File: src/rtl/tjmono_rx_arbiter.sv
// Round-robin merge of N TJ-Monopix RX word streams into one FIFO-style stream.
// A channel keeps the grant until its 11-tagged word passes or it starves past TIMEOUT.
module tjmono_rx_arbiter #(
    parameter int N       = 4,
    parameter int TIMEOUT = 255
) (
    input  logic            BUS_CLK,
    input  logic            BUS_RST_N,
    input  logic [N-1:0]    IN_ENABLE,
    input  logic [N-1:0]    IN_EMPTY,
    input  logic [32*N-1:0] IN_DATA,
    output logic [N-1:0]    IN_READ,
    input  logic            OUT_READ,
    output logic            OUT_EMPTY,
    output logic [31:0]     OUT_DATA,
    output logic [N-1:0]    GRANT,
    output logic            BUSY,
    input  logic            CLR_CNT,
    output logic [7:0]      SEQ_ERR_CNT,
    output logic [7:0]      TIMEOUT_CNT
);
    localparam int PW = $clog2(N);

    typedef enum logic {S_IDLE, S_PACKET} state_t;

    state_t        r_state, w_state_nxt;
    logic [PW-1:0] r_ptr, w_ptr_nxt;
    logic [PW-1:0] r_gidx, w_gidx_nxt;
    logic [N-1:0]  r_grant, w_grant_nxt;
    logic [1:0]    r_exp, w_exp_nxt;
    logic [15:0]   r_starve, w_starve_nxt, w_starve_inc;
    logic [1:0]    r_occ, w_occ_ar;
    logic [31:0]   r_buf0, r_buf1;
    logic [7:0]    r_seq_cnt, r_to_cnt;
    logic          w_seq_inc, w_to_inc;
    logic          w_space, w_pop, w_rd, w_found;
    logic [PW-1:0] w_sel, w_cidx;
    logic [31:0]   w_in [N];
    logic [31:0]   w_word;
    logic [1:0]    w_tag;

    for (genvar gi = 0; gi < N; gi++) begin : g_split
        assign w_in[gi] = IN_DATA[32*gi +: 32];
    end

    assign w_space      = (r_occ != 2'd2);
    assign w_word       = w_in[r_gidx];
    assign w_tag        = w_word[29:28];
    assign w_pop        = BUS_RST_N && (r_state == S_PACKET) && !IN_EMPTY[r_gidx] && w_space;
    assign w_rd         = OUT_READ && (r_occ != 2'd0);
    assign w_occ_ar     = r_occ - {1'b0, w_rd};
    assign w_starve_inc = r_starve + 16'd1;

    assign IN_READ     = w_pop ? r_grant : '0;
    assign OUT_EMPTY   = (r_occ == 2'd0);
    assign OUT_DATA    = r_buf0;
    assign GRANT       = r_grant;
    assign BUSY        = (r_state == S_PACKET);
    assign SEQ_ERR_CNT = r_seq_cnt;
    assign TIMEOUT_CNT = r_to_cnt;

    // Round-robin search starting just after the last released channel.
    always_comb begin
        w_found = 1'b0;
        w_sel   = '0;
        w_cidx  = '0;
        for (int k = 1; k <= N; k++) begin
            w_cidx = PW'((int'(r_ptr) + k) % N);
            if (!w_found && IN_ENABLE[w_cidx] && !IN_EMPTY[w_cidx]) begin
                w_found = 1'b1;
                w_sel   = w_cidx;
            end
        end
    end

    always_comb begin
        w_state_nxt  = r_state;
        w_ptr_nxt    = r_ptr;
        w_gidx_nxt   = r_gidx;
        w_grant_nxt  = r_grant;
        w_exp_nxt    = r_exp;
        w_starve_nxt = r_starve;
        w_seq_inc    = 1'b0;
        w_to_inc     = 1'b0;
        case (r_state)
            S_IDLE: begin
                if (w_found) begin
                    w_state_nxt  = S_PACKET;
                    w_gidx_nxt   = w_sel;
                    w_grant_nxt  = N'(1) << w_sel;
                    w_exp_nxt    = 2'b00;
                    w_starve_nxt = '0;
                end
            end
            S_PACKET: begin
                if (w_pop) begin
                    w_starve_nxt = '0;
                    w_seq_inc    = (w_tag != r_exp);
                    w_exp_nxt    = w_tag + 2'd1;
                    if (w_tag == 2'b11) begin
                        w_state_nxt = S_IDLE;
                        w_ptr_nxt   = r_gidx;
                        w_grant_nxt = '0;
                    end
                end else if (w_space && IN_EMPTY[r_gidx]) begin
                    // A full output buffer freezes the starve count.
                    w_starve_nxt = w_starve_inc;
                    if (w_starve_inc == 16'(TIMEOUT)) begin
                        w_state_nxt  = S_IDLE;
                        w_ptr_nxt    = r_gidx;
                        w_grant_nxt  = '0;
                        w_starve_nxt = '0;
                        w_to_inc     = 1'b1;
                    end
                end
            end
            default: w_state_nxt = S_IDLE;
        endcase
    end

    always_ff @(posedge BUS_CLK) begin
        if (!BUS_RST_N) begin
            r_state  <= S_IDLE;
            r_ptr    <= PW'(N-1);
            r_gidx   <= '0;
            r_grant  <= '0;
            r_exp    <= 2'b00;
            r_starve <= '0;
        end else begin
            r_state  <= w_state_nxt;
            r_ptr    <= w_ptr_nxt;
            r_gidx   <= w_gidx_nxt;
            r_grant  <= w_grant_nxt;
            r_exp    <= w_exp_nxt;
            r_starve <= w_starve_nxt;
        end
    end

    // Two-entry buffer; the head sits in r_buf0 so a write into empty shows at once.
    always_ff @(posedge BUS_CLK) begin
        if (!BUS_RST_N) begin
            r_occ  <= 2'd0;
            r_buf0 <= '0;
            r_buf1 <= '0;
        end else begin
            if (w_rd) r_buf0 <= r_buf1;
            if (w_pop) begin
                if (w_occ_ar == 2'd0) r_buf0 <= w_word;
                else                  r_buf1 <= w_word;
            end
            r_occ <= w_occ_ar + {1'b0, w_pop};
        end
    end

    always_ff @(posedge BUS_CLK) begin
        if (!BUS_RST_N || CLR_CNT) begin
            r_seq_cnt <= '0;
            r_to_cnt  <= '0;
        end else begin
            if (w_seq_inc && r_seq_cnt != 8'hFF) r_seq_cnt <= r_seq_cnt + 8'd1;
            if (w_to_inc && r_to_cnt != 8'hFF)   r_to_cnt  <= r_to_cnt + 8'd1;
        end
    end
endmodule

File: config.mk
export PLATFORM = sky130hd
export DESIGN_NAME = tjmono_rx_arbiter
export DESIGN_NICKNAME = d
export VERILOG_FILES = /design/src/rtl/tjmono_rx_arbiter.sv
export SDC_FILE = /design/constraint.sdc
export NUM_CORES = 1
export LEC_CHECK = 0
export ABC_AREA = 1
export CORE_AREA = 2 2 138 99
export CTS_BUF_LIST = sky130_fd_sc_hd__clkbuf_16
export DETAILED_ROUTE_END_ITERATION = 10
export DIE_AREA = 0 0 140 101
export DONT_BUFFER_PORTS = 1
export GPL_TIMING_DRIVEN = 0
export PLACE_DENSITY = 0.65
export RECOVER_POWER = 50
export SYNTH_ARGS = -nofsm -noshare
export SYNTH_HDL_FRONTEND = slang
export SYNTH_SLANG_ARGS = --single-unit
export TNS_END_PERCENT = 1
File: constraint.sdc
create_clock -name BUS_CLK -period 3.18 [get_ports BUS_CLK]
set_input_delay 0 -clock BUS_CLK [delete_from_list [all_inputs] [get_ports BUS_CLK]]
set_output_delay 0 -clock BUS_CLK [all_outputs]
set_load 0.01 [all_outputs]
### After elaboration in Yosys (flattened, before gate mapping)

Index checks and enable logic that the tools add are counted.

* register bits: 109
* output and inout port bits: 58
* latch bits: 0
* bits in writable memories: 0
* ROM bits: 0
* memories kept: 0

* div/mod/pow operators: 0
* reductions and logical operators: 35
* multiplexer cells: 63
* order comparisons: 6
* add/subtract/negate cells: 10
* multiply operators: 0
* equal/unequal tests: 12
* bitwise logic cells: 3
* shift-type cells: 1

Operators with widths (count)
* $mux W32: 5
* $bmux W32 S2: 1
* $mux W16: 4
* $pmux W16 S2: 1
* $mux W1: 24
* $mux W4: 6
* $mux W2: 10
* $bmux W1 S2: 9
* $add A16 B1 Y16 const B: 1
* $add A8 B1 Y8 const B: 2
* $eq A16 B8 Y1 const B: 1
* $ne A8 B8 Y1 const B: 2
* $lt A2 B3 Y1 const B: 5
* $logic_and A1 B1 Y1: 14
* $logic_not A1 Y1: 9
* $pmux W4 S2: 1
* $reduce_and A2 Y1: 4
* $reduce_and A4 Y1: 2
* $add A2 B1 Y2 const B: 3
* $ne A3 B1 Y1 const B: 2
* $reduce_bool A2 Y1: 3
* $add A2 B2 Y2 const B: 2
* $logic_not A2 Y1: 2
* $ne A2 B1 Y1 const B: 2
* other kinds (13): 15

### Logic depth before layout (Yosys ltp)

Gate-level depths: netlist of the first run.

* depth after elaboration: 21
* gate-level depth with buffers: 16

### Worst setup path after synthesis of the first run

No wires, ideal clock.

* path type: reg2reg
* start: register r_occ[1]
* end: register r_buf0[30] (netlist: OUT_DATA[30])
* setup time: 0.070 ns
* stages on the path, launching flop included: 10
* data required time: 3.110 ns
* path slack: 0.946 ns
* data arrival time: 2.164 ns
* period minus slack after synthesis: 2.234 ns
* path through: dfxtp_1 o21ai_1 inv_1 clkbuf_1 ha_1 xor2_1 nor3_2 clkbuf_1 o21ai_0 a21oi_1

* word-level cells in the longest chain between the ends: 6

Ends and longest elaborated chain
* from (decl): RTL line 32 `logic [1:0] r_occ, w_occ_ar;`
* from (signal assigned): RTL line 151 `r_occ <= w_occ_ar + {1'b0, w_pop};`
* $reduce_bool A2 Y1: RTL line 50 `assign w_rd = OUT_READ && (r_occ != 2'd0);`
* $logic_and A1 B1 Y1: RTL line 50
* $sub A2 B1 Y2: RTL line 51 `assign w_occ_ar = r_occ - {1'b0, w_rd};`
* $logic_not A2 Y1: RTL line 148 `if (w_occ_ar == 2'd0) r_buf0 <= w_word;`
* $mux W32: RTL line 148
* $mux W32 *: RTL line 147 `if (w_pop) begin`
* to (signal assigned): RTL line 146 `if (w_rd) r_buf0 <= r_buf1;`
* to (signal assigned): RTL line 148
* to (decl): RTL line 33 `logic [31:0] r_buf0, r_buf1;`

Mark *: on every way between the ends. The rest lies on a longest branch, timed or not.
A chain may end at the register's enable or synchronous reset.

### Worst setup path in the final report of the first run

* start: register r_occ[1]
* end: register r_buf1[6]

* word-level cells in the longest chain between the ends: 6

Ends and longest elaborated chain
* $reduce_bool A2 Y1: RTL line 50
* $logic_and A1 B1 Y1: RTL line 50
* $sub A2 B1 Y2: RTL line 51
* $logic_not A2 Y1: RTL line 148
* $not A1 Y1 (no source line)
* $reduce_and A2 Y1 (no source line) *
* to (signal assigned): RTL line 149 `else r_buf1 <= w_word;`
* to (decl): RTL line 33

Marked as above.

==> impl.org, run 1 <==
** Power and ir drop
- Per report_power, the combinational group accounts for about 39% of the total.
- Power spent charging and discharging nets :: roughly 0.0021 W
- Power spread over the standard cell area amounts to between 600 and 700 nW/µm².
- Flop pwr share :: a little under two fifths
- Maximum VDD drop :: 0.3851 mV
- Net switching is between 40% and 50% of the power.
- For this design the static power due to leakage is 3.192 nW.
- Cell-internal power :: ~0.0029 W
- Relative contribution of the clock network to total power :: between 20% and 30%

** Critical path
- Of all nets on the critical path, the largest fanout is 10.
- Counting stages on the worst path, the most repeated cell is sky130_fd_sc_hd__clkbuf_1.
- CP startpoint kind :: register
- The setup path with the least slack is of type register to register.
- CP required :: around 3.5 ns
- Cell-by-cell listing of the critical path :: o21ai_2 > inv_1 > clkbuf_1 > ha_1 > xor2_1 > nor2_1 > nor2_4 > clkbuf_1 > o21ai_0 > a21oi_1
- The largest individual stage delay along the critical path comes from the cell sky130_fd_sc_hd__dfxtp_1.
- The worst setup path is captured at a register.
- Arrival time at the worst endpoint :: 3.16 ns
- Register-to-register path setup slack :: between 0.3 and 0.4 ns
- On the worst path, the slowest cell contributes a delay of between 0.3 and 0.4 ns.
- Measured in cells, the most critical reg-to-reg path has a length of 10.

** Logic synthesis
- Most repeated cell in the gate-level netlist after synthesis :: sky130_fd_sc_hd__nand2_1
- The Yosys step of the flow raised 0 warnings.
- Synthesized netlist cell count :: approximately 1000
- Proportion of register bits with asynchronous set or reset after synthesis :: 0%
- After synthesis, the most frequently instantiated cells are 294 x sky130_fd_sc_hd__nand2_1, 123 x sky130_fd_sc_hd__a21oi_1, 109 x sky130_fd_sc_hd__dfxtp_1.
- Number of flip-flops and latches in the synthesized netlist :: approximately 110
- Synth Flop Type :: sky130_fd_sc_hd__dfxtp_1
- Post-synthesis area per instance :: between 6 and 7 µm²
- Area share of the leading cell type in the synthesized netlist :: between 30% and 40%
- Count of flip-flops with a built-in enable after synthesis :: 0
- The synthesized netlist occupies a cell area of about 6400 µm².
- By area the synthesized netlist is led by sky130_fd_sc_hd__dfxtp_1 34%, sky130_fd_sc_hd__nand2_1 17%, sky130_fd_sc_hd__a21oi_1 9.6%, sky130_fd_sc_hd__o21ai_0 6.8%, sky130_fd_sc_hd__inv_1 4.9%.
- Distinct cell type count after synthesis :: 37
- Area leader, netlist :: sky130_fd_sc_hd__dfxtp_1
- Sequential cells were found to cover between 30% and 40% of the synthesized design area.
- Synthesized netlist net count :: approximately 1100

** Global routing
- Overflow left after global routing :: 0
- Met1 track demand over resource :: around 43%
- In the global route stage, met3 resource usage came out at ~10%.
- The number of antenna violations at the first check in global routing is 0.
- The first global-routing pass estimated roughly 34000 µm of wire.
- In the global route stage, overall resource usage came out at between 20 and 30%.
- Pin count of the biggest net entering global routing :: 19
- Busiest layer in global routing :: met1
- The via count of the first global-routing pass was around 6400.
- Global routing used approximately 42% of the available met2 tracks.

** Routing
- Number of nets with antenna violations after routing :: 0
- Detailed-route DRC error count :: 7
- Number of optimization iterations in the first detailed-route pass :: 11
- Total Routed Length :: about 21000 µm
- Dividing the detail-routed via count by the number of cells gives 5.771.
- The detailed router placed 6989 vias in this run.
- Number of DRC markers after the initial detailed-route iteration :: 754
- Final routed wire length divided by cell count :: between 15 and 20 µm

** STA
- Slew at the pin closest to its max-slew limit :: 0.7328 ns
- RSZ-0062 raised after global routing :: false
- For the final routed database, the setup TNS stands at 0 ns.
- On the final layout, the worst clock skew is roughly 0.0090 ns.
- Final hold violation count :: 0
- Tightest slew margin relative to the limit :: about 50%
- Final setup violation count :: 0
- Crit path time final :: between 2 and 3 ns
- Part of the cycle the worst path needs :: between 90% and 100%
- Pins over their slew limit :: 0
- Max Clk Rate :: ~0.35 GHz

** Placement
- Port Buffer Count :: 0
- HPWL after detailed placement :: 15690 µm
- Cells after DPL :: approximately 1200
- GP Congestion :: a little under 1

** Status
- Violated checks :: DRC
- Run status :: finished with violations

** CTS
- Clock Sinks :: between 100 and 150
- Clock buffer depth :: 2
- Post-CTS setup buffer count :: 0
- The tree is rooted in a sky130_fd_sc_hd__clkbuf_16.
- The H-tree was split into 3 levels.
- Clock buffers created by TritonCTS :: 9
- Clk pin slew, worst setup/hold paths :: approximately 0.080 ns
- Clock Latency Late Sink :: approximately 0.35 ns
- TritonCTS built the clock tree.

** Cells and area
- Share of cells above drive strength 1 :: under 10%
- Number of nets in the layout :: between 1000 and 1500
- Multi-input logic area :: about 3700 µm²
- Number of diodes added for antenna fixing :: 0
- Footprint of the flip-flops and latches :: around 2200 µm²
- After filler insertion, the fill cell instance count of the layout stands at 1274.
- Signed area change from the synthesized netlist to the final layout :: 14.49%
- Final core area utilization :: 56.87%
- The finished layout holds approximately 1200 standard cells, fillers aside.

** Floorplan
- Starting Density :: between 40% and 50%
- For this design the top-level I/O count stands at 198.
- Number of core rows :: 35
- From bottom edge to top edge, the die measures slightly above 100 µm.
- Die Wd :: roughly 140 µm
- The die covers 14140 µm².
- After floorplanning, the core was sized to cover 12920 µm².

** Worst hold path
- The tightest min-delay check is of the input pin to register type.
- Hold Path Stages :: 4

** Run
- Count of maximum capacitance violations :: 0
## power by group through the flow
stage	combinational [W]	clock [W]	sequential [W]
floorplan	0.00128	0	0.00182
global placement	0.00171	0	0.00190
detailed placement	0.00171	0	0.00190
CTS	0.00186	0.00118	0.00187
global route	0.00211	0.00123	0.00191
finish	0.00190	0.00117	0.00188
## logic make-up (layout without fill, tap and decap cells)
family / after synthesis / in the layout / synth area share [%]
simple gates: 452 / 452 / 31.08
compound gates: 261 / 261 / 23.10
buf+inv: 143 / 204 / 8.812
flops: 109 / 109 / 34.00
xor+xnor: 12 / 12 / 1.638
fa+ha+maj: 7 / 7 / 1.365
## repair_timing
action                     4_1_cts  5_1_grt
setup endpoints to repair        0       62
resized for setup                0        2
hold buffers                    45        0
hold endpoints to repair        54        0
## through the flow
step / total power, W / hold WS, ns / area, µm² / setup slack (ns)
5_1_grt: 0.005245 / 0.02066 / 7347 / 0.05217
2_1_floorplan: 0.003104 / 0.1492 / 6417 / 0.9460
3_3_place_gp: 0.003605 / 0.1704 / 6625 / 0.05528
6_report: 0.004945 / 0.006689 / 7347 / 0.3066
3_5_place_dp: 0.003613 / 0.1703 / 6625 / 0.06456
4_1_cts: 0.004909 / 0.001147 / 7375 / 0.02221
## cells in the final DEF (no fill, tap or decap), types with 8 or more instances in the layout
cell type / Yosys / layout
sky130_fd_sc_hd__xor2_1: 10 / 10
sky130_fd_sc_hd__dfxtp_1: 109 / 109
sky130_fd_sc_hd__nand2_1: 294 / 297
sky130_fd_sc_hd__nor2_1: 58 / 62
sky130_fd_sc_hd__clkbuf_16: 0 / 9
sky130_fd_sc_hd__clkbuf_1: 43 / 47
sky130_fd_sc_hd__a32o_1: 14 / 14
sky130_fd_sc_hd__o21ai_0: 87 / 87
sky130_fd_sc_hd__nand4_1: 21 / 21
sky130_fd_sc_hd__nand3_1: 37 / 37
sky130_fd_sc_hd__o21ai_1: 9 / 8
sky130_fd_sc_hd__a21oi_1: 123 / 123
sky130_fd_sc_hd__dlygate4sd3_1: 0 / 45
sky130_fd_sc_hd__inv_1: 84 / 87
sky130_fd_sc_hd__a32oi_1: 22 / 22
## metal layers
layer	share of wire [%]	wire length, µm
met5	0	0
met4	1.7	357
met3	11	2301
met2	40	8545
met1	47	10100
## critical path: cells and delay by family, from the launching register on
kind | cells | cell delay, ns
adders and majority gates | 1 | 0.27
xor gates and xnor gates | 1 | 0.35
DFF | 1 | 0.36
AOI/OAI and AO/OA | 3 | 0.64
and+or+nand+nor | 2 | 0.38
buffers and inverters | 3 | 0.81
## path summary, 6_finish.rpt
kind	startpoint	endpoint
setup / recovery	r_occ[1]	r_buf1[6]
hold / removal	IN_DATA[95]	OUT_DATA[31]
setup reg to reg	r_occ[1]	r_buf1[6]
hold reg to reg	r_exp[0]	r_exp[0]
## registers in the layout (all words and copies together) (netlist names)
name         cells
BUSY             1
GRANT            4
OUT_DATA        32
SEQ_ERR_CNT      8
TIMEOUT_CNT      8
r_buf1          32
r_exp            2
r_gidx           2
r_occ            2
r_ptr            2
r_starve        16
## final cells by class
class | count | area share, %
clock inverter | 7 | 1.005
multi-input combinational | 732 | 49.71
inverter | 87 | 4.445
buffer | 56 | 3.116
clock buffer | 9 | 3.065
tap | 166 | 2.827
sequential | 109 | 29.70
timing repair buffer | 45 | 6.131
(Power assumes the default switching activity.)
==> run 2: changes to the inputs <==
PLACE_DENSITY = 0.66   (was 0.65)
==> run 2 against run 1 <==
  * The flow still finishes with violations (DRC)
  * Sequential cell count is the same
  * Routed wire length is 0.98% lower
  * Clock skew barely moved
==> impl.org, run 2 (synthesis results as in run 1) <==
** Critical path
- The worst-case reg-to-reg path depth is 9 (-1).
- Startpoint of the lowest-slack register-to-register path :: r_occ[1]
- CP required :: 3.46 ns (about the same)
- Critical Path Fanout Max :: 10 (unchanged)
- Reg2reg end :: OUT_DATA[25]
- The worst setup path is captured at a register.
- Arrival time at the worst endpoint :: 3.19 ns (+0.03 ns)
- Worst Setup Path Type :: register to register
- The slack of the worst reg-to-reg path was 0.28 ns (-0.03 ns).
- STA classifies the critical path startpoint as a register.

** CTS
- The number of clock sinks seen by CTS was 109 (unchanged).
- Clock root buffer master :: sky130_fd_sc_hd__clkbuf_16
- The insertion delay to the later sink of the worst-skew pair is 0.36 ns (about the same).
- The clock transition at the registers of the reported paths is 0.08 ns (about the same).
- The clock buffer count from CTS is 9 (unchanged).
- The largest buffer count on any clock path is 2 (unchanged).
- CTS tree :: yes
- Post-CTS setup buffer count :: 0 (unchanged)
- The depth of the CTS H-tree came to 3 (unchanged).

** Global routing
- The number of antenna violations at the first check in global routing was 0 (unchanged).
- The leftover overflow at the end of global routing came to 0 (unchanged).
- Overall routing resource usage :: 30.04% (+0.20 points)
- The first-pass GRT wire length came to 34070 µm (+1.4%).
- The pin count of the biggest net entering global routing is 20 (+1).
- The via count of the first global-routing pass is 6570 (+3.3%).

** Floorplan
- The horizontal die dimension was 140 µm (unchanged).
- The total die area came to 14140 µm² (unchanged).
- Vert. Die Dim :: 101 µm (unchanged)
- Number of core rows :: 35 (unchanged)
- The total I/O pin count was 198 (unchanged).
- Area of the core :: 12920 µm² (unchanged)
- The starting utilization of the core area is 49.68% (unchanged).

** Routing
- The residual DRC count is 7 (unchanged).
- The ratio of routed vias to standard cells came to 5.742 (-0.51%).
- Vias post-DR :: 6982 (-0.10%)
- Final routed wire length divided by cell count :: 17.35 µm (-1.4%)
- Total Routed Length :: 21090 µm (-0.98%)
- Number of optimization iterations in the first detailed-route pass :: 10 (-1)
- The iteration-0 DRC count of the detailed router is 636 (-16%).
- Number of nets with antenna violations after routing :: 0 (unchanged)

** Cells and area
- The share of final-layout standard cells stronger than drive strength 1 came to 4.952% (+0.45 points).
- Commonest non-fill, non-tap cell in the layout :: sky130_fd_sc_hd__nand2_1
- Number of nets in the layout :: 1192 (+0.42%)
- Final core area utilization :: 57.19% (+0.32 points)
- Leading cell types in the layout, fill and taps excluded :: 297 x sky130_fd_sc_hd__nand2_1, 123 x sky130_fd_sc_hd__a21oi_1, 109 x sky130_fd_sc_hd__dfxtp_1, 87 x sky130_fd_sc_hd__o21ai_0, 85 x sky130_fd_sc_hd__inv_1
- The antenna diode count came to 0 (unchanged).
- Footprint of the flip-flops and latches :: 2182 µm² (unchanged)
- The multi-input combinational cell area was 3657 µm² (+0.14%).
- The area growth from synthesis to layout is 15.13%.
- The filler cell count in the final layout came to 1303 (+2.3%).

** STA
- The post-layout worst setup margin came to 0.2757 ns (-0.03094 ns).
- The setup-violating endpoint count in the final report came to 0 (unchanged).
- The fraction of the cycle the final worst path needs is 91.33% (+0.97 points).
- Maximum clock skew at final layout :: 0.009113 ns (+0.00007813 ns)
- The number of hold-slack violations in the final timing report came to 0 (unchanged).
- Aggregate negative setup slack :: 0 ns (unchanged)
- The post-route worst hold slack was 0.008267 ns (+0.001578 ns).
- The total count of max-transition violations in the final report was 0 (unchanged).
- The minimum clock period came to 2.904 ns (+0.03094 ns).
- Slew at the pin closest to its max-slew limit :: 0.7200 ns (-0.01282 ns)
- Setup repair after global routing left no endpoint under its margin.
- The fmax is 0.3443 GHz (-1.1%).
- Tightest slew margin relative to the limit :: 52.00% (+0.85 points)

** Placement
- Port Buffer Count :: 0 (unchanged)
- GP Congestion :: 1.006 (+2.6%)
- Post-place setup slack :: 0.007201 ns (-0.05736 ns)
- The half-perimeter wire length of the detailed placement result was 15720 µm (+0.20%).

** Worst hold path
- The tightest min-delay check is of the input pin to register type.
- The worst hold path cell count is 3 (-1).
- Sink of the worst hold path :: OUT_DATA[9]
- Beginning of the worst hold path :: IN_DATA[9]

** Status
- The flow ran to the end, but the final reports show violations.
- Violated checks :: DRC

** Power and ir drop
- Power spent charging and discharging nets :: 0.002086 W (-0.26%)
- Share of total power consumed by net switching :: 42.73% (+0.44 points)
- The worst-case vdd ir drop came to 0.3381 mV (-12%).
- Leakage power total :: 3.204 nW (+0.38%)
- The share of total power in sequential cells is 38.4% (+0.5 points).
- The internal power of the cells was 0.002796 W (-2.0%).
- The fraction of power consumed by the clock network is 22.5% (-1.1 points).
- The total power density per cell area was 660.8 nW/µm² (-1.8%).
- The combinational group share of total power is 39.1% (+0.6 points).

** Run
- Count of maximum capacitance violations :: 0 (unchanged)
-- run 2: final cells by class --
class	count	area share, %
Timing Repair Buffer	50	6.774
Multi-Input combinational cell	732	49.50
Buffer	56	3.150
Sequential cell	109	29.53
Clock buffer	9	3.048
Inverter	87	4.420
Tap cell	166	2.811
Clock inverter	7	0.7621
-- run 2: worst max path at each step --
stage                        start           end  slack (ns)  cells after the start
after floorplan           r_occ[1]  OUT_DATA[30]        0.95                      9
after global placement    r_occ[1]  OUT_DATA[28]        0.02                      9
after detailed placement  r_occ[1]  OUT_DATA[25]       0.007                      9
after CTS                 r_occ[1]    r_buf1[17]        0.09                      9
after global routing      r_occ[1]  OUT_DATA[28]      0.0005                      9
final                     r_occ[1]  OUT_DATA[25]        0.28                      9
-- run 2: routing by layer --
metal,up-vias,GRT usage (%),routed length [µm]
li1,3408,-,-
met1,3223,42.48,9997
met2,309,43.31,8495
met3,42,11.12,2243
met4,0,7.382,356
met5,-,0,0
-- run 2: power by group through the flow --
stage,clock network [W],logic [W],registers [W]
6_report,0.00110,0.00191,0.00188
5_1_grt,0.00116,0.00213,0.00191
3_3_place_gp,0,0.00170,0.00190
3_5_place_dp,0,0.00171,0.00190
4_1_cts,0.00111,0.00187,0.00187
2_1_floorplan,0,0.00128,0.00182
-- run 2: stage by stage --
stage	cell area, µm²	total power, W	instances
2_1_floorplan	6417	0.003104	984
3_3_place_gp	6625	0.003597	1150
3_5_place_dp	6625	0.003608	1150
4_1_cts	7413	0.004852	1216
5_1_grt	7388	0.005193	1216
6_report	7388	0.004882	1216
-- run 2: timing repair --
| action | CTS | global route |
|---|---|---|
| hold buffers | 50 | 0 |
| resized for setup | 1 | 6 |
| hold endpoints to repair | 58 | 0 |
| pin swaps | 0 | 0 |
| setup endpoints to repair | 13 | 64 |
| cloned | 0 | 0 |
-- run 2: worst max-delay path, cell delays in order, from the launching register on --
cell,delay [ns]
sky130_fd_sc_hd__dfxtp_1,0.36
sky130_fd_sc_hd__o21ai_2,0.36
sky130_fd_sc_hd__inv_1,0.19
sky130_fd_sc_hd__clkbuf_1,0.28
sky130_fd_sc_hd__ha_1,0.26
sky130_fd_sc_hd__xor2_1,0.19
sky130_fd_sc_hd__nor3_4,0.43
sky130_fd_sc_hd__clkbuf_1,0.46
sky130_fd_sc_hd__o21ai_0,0.15
sky130_fd_sc_hd__a21oi_1,0.14
